File: src/rtl/video_mem_arbiter.sv
// rtl/video_mem_arbiter.sv - single-port framebuffer arbiter: display scanout has priority over host access
module video_mem_arbiter #(
   parameter int ADDR_W  = 19,
   parameter int DATA_W  = 8,
   parameter int H_VIDEO = 640,
   parameter int V_VIDEO = 480
) (
   input  logic              clk,
   input  logic              rst,
   input  logic              pix_ce,
   input  logic [9:0]        x,
   input  logic [9:0]        y,
   output logic [ADDR_W-1:0] mem_addr,
   output logic              mem_we,
   output logic [DATA_W-1:0] mem_wdata,
   input  logic [DATA_W-1:0] mem_rdata,
   input  logic              host_req,
   input  logic              host_we,
   input  logic [ADDR_W-1:0] host_addr,
   input  logic [DATA_W-1:0] host_wdata,
   output logic              host_gnt,
   output logic              host_rvalid,
   output logic [DATA_W-1:0] host_rdata,
   output logic [DATA_W-1:0] pix_data,
   output logic              pix_valid,
   output logic              disp_miss
);

   typedef enum logic [2:0] {IDLE, D_ADDR, D_CAP, H_WR, H_RD, H_CAP} state_t;

   localparam logic [9:0] H_LIM = 10'(H_VIDEO);
   localparam logic [9:0] V_LIM = 10'(V_VIDEO);

   state_t            state;
   state_t            state_next;
   logic              disp_go;
   logic              host_go;
   logic              disp_pend;
   logic [ADDR_W-1:0] disp_addr;
   logic              in_area;
   logic              pix_active;
   logic [ADDR_W-1:0] pix_addr;
   logic [ADDR_W-1:0] fetch_addr;

   // y*640 + x as two shifts and adds
   assign in_area    = (x < H_LIM) && (y < V_LIM);
   assign pix_active = pix_ce && in_area;
   assign pix_addr   = (ADDR_W'(y) << 9) + (ADDR_W'(y) << 7) + ADDR_W'(x);
   // a strobe arriving in the same IDLE cycle bypasses the pending latch
   assign fetch_addr = pix_active ? pix_addr : disp_addr;

   always_ff @(posedge clk) begin
      if (rst)
         state <= IDLE;
      else
         state <= state_next;
   end

   always_comb begin
      state_next = state;
      disp_go    = 1'b0;
      host_go    = 1'b0;
      case (state)
         IDLE: begin
            if (disp_pend || pix_active) begin
               disp_go    = 1'b1;
               state_next = D_ADDR;
            end else if (host_req) begin
               host_go    = 1'b1;
               state_next = host_we ? H_WR : H_RD;
            end
         end
         D_ADDR:  state_next = D_CAP;
         D_CAP:   state_next = IDLE;
         H_WR:    state_next = IDLE;
         H_RD:    state_next = H_CAP;
         H_CAP:   state_next = IDLE;
         default: state_next = IDLE;
      endcase
   end

   always_ff @(posedge clk) begin
      if (rst) begin
         mem_addr    <= '0;
         mem_we      <= 1'b0;
         mem_wdata   <= '0;
         host_gnt    <= 1'b0;
         host_rvalid <= 1'b0;
         host_rdata  <= '0;
         pix_data    <= '0;
         pix_valid   <= 1'b0;
         disp_miss   <= 1'b0;
         disp_pend   <= 1'b0;
         disp_addr   <= '0;
      end else begin
         host_gnt    <= host_go;
         mem_we      <= host_go && host_we;
         host_rvalid <= 1'b0;
         pix_valid   <= 1'b0;

         if (disp_go)
            mem_addr <= fetch_addr;
         else if (host_go)
            mem_addr <= host_addr;

         if (host_go && host_we)
            mem_wdata <= host_wdata;

         if (pix_active)
            disp_addr <= pix_addr;

         if (disp_go)
            disp_pend <= 1'b0;
         else if (pix_active)
            disp_pend <= 1'b1;

         if (pix_ce && disp_pend)
            disp_miss <= 1'b1;

         // blanking pixels complete immediately without touching the RAM
         if (pix_ce && !in_area) begin
            pix_data  <= '0;
            pix_valid <= 1'b1;
         end

         if (state == D_CAP) begin
            pix_data  <= mem_rdata;
            pix_valid <= 1'b1;
         end

         if (state == H_CAP) begin
            host_rdata  <= mem_rdata;
            host_rvalid <= 1'b1;
         end
      end
   end

endmodule

File: config.mk
export PLATFORM = sky130hd
export DESIGN_NAME = video_mem_arbiter
export DESIGN_NICKNAME = d
export VERILOG_FILES = /design/src/rtl/video_mem_arbiter.sv
export SDC_FILE = /design/constraint.sdc
export NUM_CORES = 1
export LEC_CHECK = 0
export BUFFER_PORTS_ARGS = -buffer_cell sky130_fd_sc_hd__buf_2
export CAP_MARGIN = 20
export CORE_ASPECT_RATIO = 0.75
export CORE_UTILIZATION = 35
export DETAILED_ROUTE_END_ITERATION = 16
export PLACE_DENSITY_LB_ADDON = 0.12
export SETUP_SLACK_MARGIN = 0.4
export SLEW_MARGIN = 20
export SYNTH_ARGS = -nofsm -noshare
export SYNTH_HDL_FRONTEND = slang
export SYNTH_SLANG_ARGS = --single-unit
File: constraint.sdc
create_clock -name clk -period 3.4 [get_ports clk]
set_input_delay 0.34 -clock clk [delete_from_list [all_inputs] [get_ports clk]]
set_output_delay 0.34 -clock clk [all_outputs]
set_load 0.01 [all_outputs]
==> results.md <==
Outcome:
- The run finished with clean final reports.

Synthesis:
- Among all flip-flop cells after synthesis, the most frequent one is sky130_fd_sc_hd__dfxtp_1.
- The number of nets in the synthesized netlist is 430.
- The warning count from the yosys run is 0.
- The number of register bits inferred by synthesis is 71.
- Summing the sequential cell areas from Yosys gives 41.13% of the chip area.
- After technology mapping, the gate count stands at 349.
- The number of distinct library cells after synthesis is 53.
- In the synthesized netlist the async set-or-reset flop fraction comes to 0%.
- In this run the cell area of the synthesized design comes to 3456 um^2.
- In this run, synthesis inferred 0 flip-flops with an integrated enable.
- Averaged over all synthesized cells, the footprint is 9.902 um^2.

Floorplanning:
- The initial standard-cell utilization of the core is 35.93%.
- The die height is 88.06 um.
- The floorplan die area is 10,280 um^2.
- The boundary pin count is 108.
- After floorplanning, the core was sized to cover 9619 um^2.
- The floorplan has 31 rows.
- The die is 116.7 um wide.

Layout:
- For this run, the post-layout net count is 533.
- The diode insertion count for antenna repair is 0.
- The final instance count without filler cells is 588.
- The library cells used most frequently in the layout, excluding fill and tap cells, are sky130_fd_sc_hd__buf_2, sky130_fd_sc_hd__dfxtp_1, sky130_fd_sc_hd__nor2_1, sky130_fd_sc_hd__mux2i_1, sky130_fd_sc_hd__ha_1.
- Leaving out fill and tap cells, the most frequent cell in the layout is sky130_fd_sc_hd__buf_2.
- The relative area change from synthesis to final layout is 25.92%.
- In the final layout, the share of cells above drive strength 1 is 33.55%.

Power and ir drop:
- For this design the static power due to leakage is 2.037 nW.
- The total power draw is 0.002372 W.
- The power per standard cell area is 545.0 nW/um^2.
- Across the VDD grid, the largest voltage drop is 0.0001991 V.

Clock tree:
- The quantity of hold-fixing buffers added after cts is 0.
- The clock tree from TritonCTS is done.
- No sink is reached through more buffers than the 2 on the longest clock path.
- The number of clock sinks is 71.
- The number of setup buffers added after CTS is 0.
- The clock-pin transition on the worst setup and hold timing paths is 0.05 ns.
- The CTS buffer count is 9.
- The later-pin clock latency in the skew report is 0.32 ns.
- In this run, post-CTS repair resized a total of 0 instances.
- The cell sitting at the root of the clock tree is a sky130_fd_sc_hd__clkbuf_16.
- The H-tree generated during clock tree synthesis spans 3 levels.

Setup path:
- STA classifies the critical path endpoint as a flip-flop.
- The start-to-end type of the worst setup path is input port to flip-flop.
- Data on the critical path is required at its endpoint by 3.62 ns.
- The category of the worst setup path launch point is an input port.
- The highest fanout seen on the critical path is 3.
- The data arrival time of the worst path is 2.72 ns.

Global route:
- The number of global-route vias before repair is 2,608.
- The residual overflow from global routing is 0.
- The first global-routing pass estimated 13,150 um of wire.
- For this run, the total global-route usage over all layers was measured as 16.92%.
- The number of antenna violations at the first check in global routing was 0.
- Entering global routing, the biggest net connects 37 pins.

STA:
- The part of the cycle the worst path needs is 73.60%.
- The final critical path time including I/O delays and setup is 2.502 ns.
- The clock tree skew after final layout is 0.003631 ns.
- The max-slew violation total from the final report was 0.
- The count of endpoints failing hold in the final timing report is 0.
- The worst relative slew slack is 47.29%.
- Setup repair after global routing left no endpoint under its margin.
- The achievable frequency is 399.6 MHz.
- Final hold analysis gives a worst-case slack of 0.2463 ns.
- Setup total negative slack on the finished layout was measured at 0 ns.
- The slew at the pin closest to its max-slew limit is 0.7906 ns.
- Setup violations remaining at the end of the flow were counted as 0.

Worst hold path:
- The path category of the worst min-delay check is input port to flip-flop.

Drt:
- The final layout contains routed wiring with a total length of 8506 um.
- For this block, the via count after detailed routing is 2,922.
- Dividing the detail-routed via count by the number of cells gives 4.969.
- The pre-antenna-repair detailed-routing pass consisted of 4 iterations.
- The first routing iteration left 109 violations.
- The count of nets left with antenna violations once routing finished came out at 0.
- The average routed wire per standard cell is 14.47 um.
- After detailed routing, the number of remaining DRC violations is 0.

Place:
- Routability-driven placement finished with a final weighted congestion of 0.7717.
- The placed instance count is 573.
- The sum of net half-perimeters after detailed placement is 6210 um.
- The total of buffers placed on input and output ports is 107.

Job:
- The tool flagged a number of max-cap violations equal to 0.
[registers in the layout (all words and copies together), names as in the netlist]
register,flops
disp_addr,19
mem_addr,19
host_rdata,8
mem_wdata,8
pix_data,8
state,3
disp_miss,1
disp_pend,1
host_gnt,1
host_rvalid,1
mem_we,1
pix_valid,1
[routing by layer]
layer  global-route usage (%)  up-vias  part of all wire, %
met5                        0        -                    0
met4                    5.524        0                 0.89
met3                    4.221        6                  4.5
met2                    25.34       65                   43
met1                    23.72     1358                   52
li1                         -     1493                    -
[final timing paths]
check                                    from             to  slack (ns)  cells after the start
worst min-delay path            host_wdata[1]   mem_wdata[1]        0.25                      3
worst max register to register      disp_pend   mem_wdata[7]        1.45                      4
worst max-delay path                     y[0]   mem_addr[17]        0.90                     10
worst min register to register  disp_addr[12]  disp_addr[12]        0.45                      2
[critical path, stage by stage]
cell	delay (ns)
sky130_fd_sc_hd__buf_2	0.09
sky130_fd_sc_hd__inv_1	0.05
sky130_fd_sc_hd__fa_1	0.52
sky130_fd_sc_hd__inv_1	0.06
sky130_fd_sc_hd__ha_1	0.31
sky130_fd_sc_hd__a211oi_1	0.32
sky130_fd_sc_hd__o21bai_1	0.19
sky130_fd_sc_hd__a221oi_2	0.35
sky130_fd_sc_hd__xor2_1	0.13
sky130_fd_sc_hd__a2111oi_2	0.35
[cells in the mapped netlist (5+ instances only)]
cell | number | area (um^2)
sky130_fd_sc_hd__buf_2 | 5 | 25.02
sky130_fd_sc_hd__inv_1 | 7 | 26.28
sky130_fd_sc_hd__nand3_1 | 17 | 85.08
sky130_fd_sc_hd__ha_1 | 19 | 237.7
sky130_fd_sc_hd__nand2_1 | 13 | 48.80
sky130_fd_sc_hd__o21ai_0 | 6 | 30.03
sky130_fd_sc_hd__nor2_1 | 53 | 198.9
sky130_fd_sc_hd__nand4_1 | 13 | 81.33
sky130_fd_sc_hd__a22oi_1 | 9 | 67.56
sky130_fd_sc_hd__a21oi_1 | 12 | 60.06
sky130_fd_sc_hd__nor3_1 | 8 | 40.04
sky130_fd_sc_hd__buf_6 | 5 | 56.30
sky130_fd_sc_hd__mux2i_1 | 29 | 290.3
sky130_fd_sc_hd__o311ai_2 | 10 | 162.7
sky130_fd_sc_hd__clkbuf_1 | 9 | 33.78
sky130_fd_sc_hd__dfxtp_1 | 71 | 1421
[power by group]
| part | leakage (nW) | switching, W | total [W] | internal [W] |
|---|---|---|---|---|
| sequential | 0.579 | 0.0000409 | 0.000945 | 0.000904 |
| clock | 0.135 | 0.000332 | 0.000893 | 0.000561 |
| combinational | 1.32 | 0.000313 | 0.000534 | 0.000221 |
| total | 2.04 | 0.000686 | 0.00237 | 0.00169 |
[logic make-up after synthesis]
| family | after synthesis | synth area share (%) |
|---|---|---|
| xor+xnor | 8 | 2.027 |
| buf+inv | 29 | 4.634 |
| compound gates | 71 | 18.86 |
| simple gates | 120 | 16.91 |
| flops | 71 | 41.13 |
| mux | 29 | 8.400 |
| fa+ha+maj | 21 | 8.038 |
[layout make-up]
cell class                      instances  area [um^2]
Clock inverter                          4        47.55
Multi-Input combinational cell        249         1874
Fill cell                             987         5268
Clock buffer                           11        232.7
Tap cell                              132        165.2
Sequential cell                        71         1421
Timing Repair Buffer                  113        580.6
Inverter                                8        30.03
[stage by stage]
| step | instance area, um^2 | util, % | setup WS [ns] |
|---|---|---|---|
| final | 4352 | 45.24 | 0.8976 |
| after floorplan | 3456 | - | 0.8928 |
| after global placement | 4071 | 42.33 | 0.6237 |
| after global routing | 4352 | 45.24 | 0.7537 |
| after detailed placement | 4071 | 42.33 | 0.5986 |
| after CTS | 4352 | 45.24 | 0.9293 |
No activity file was read; power rests on OpenSTA's default activity.
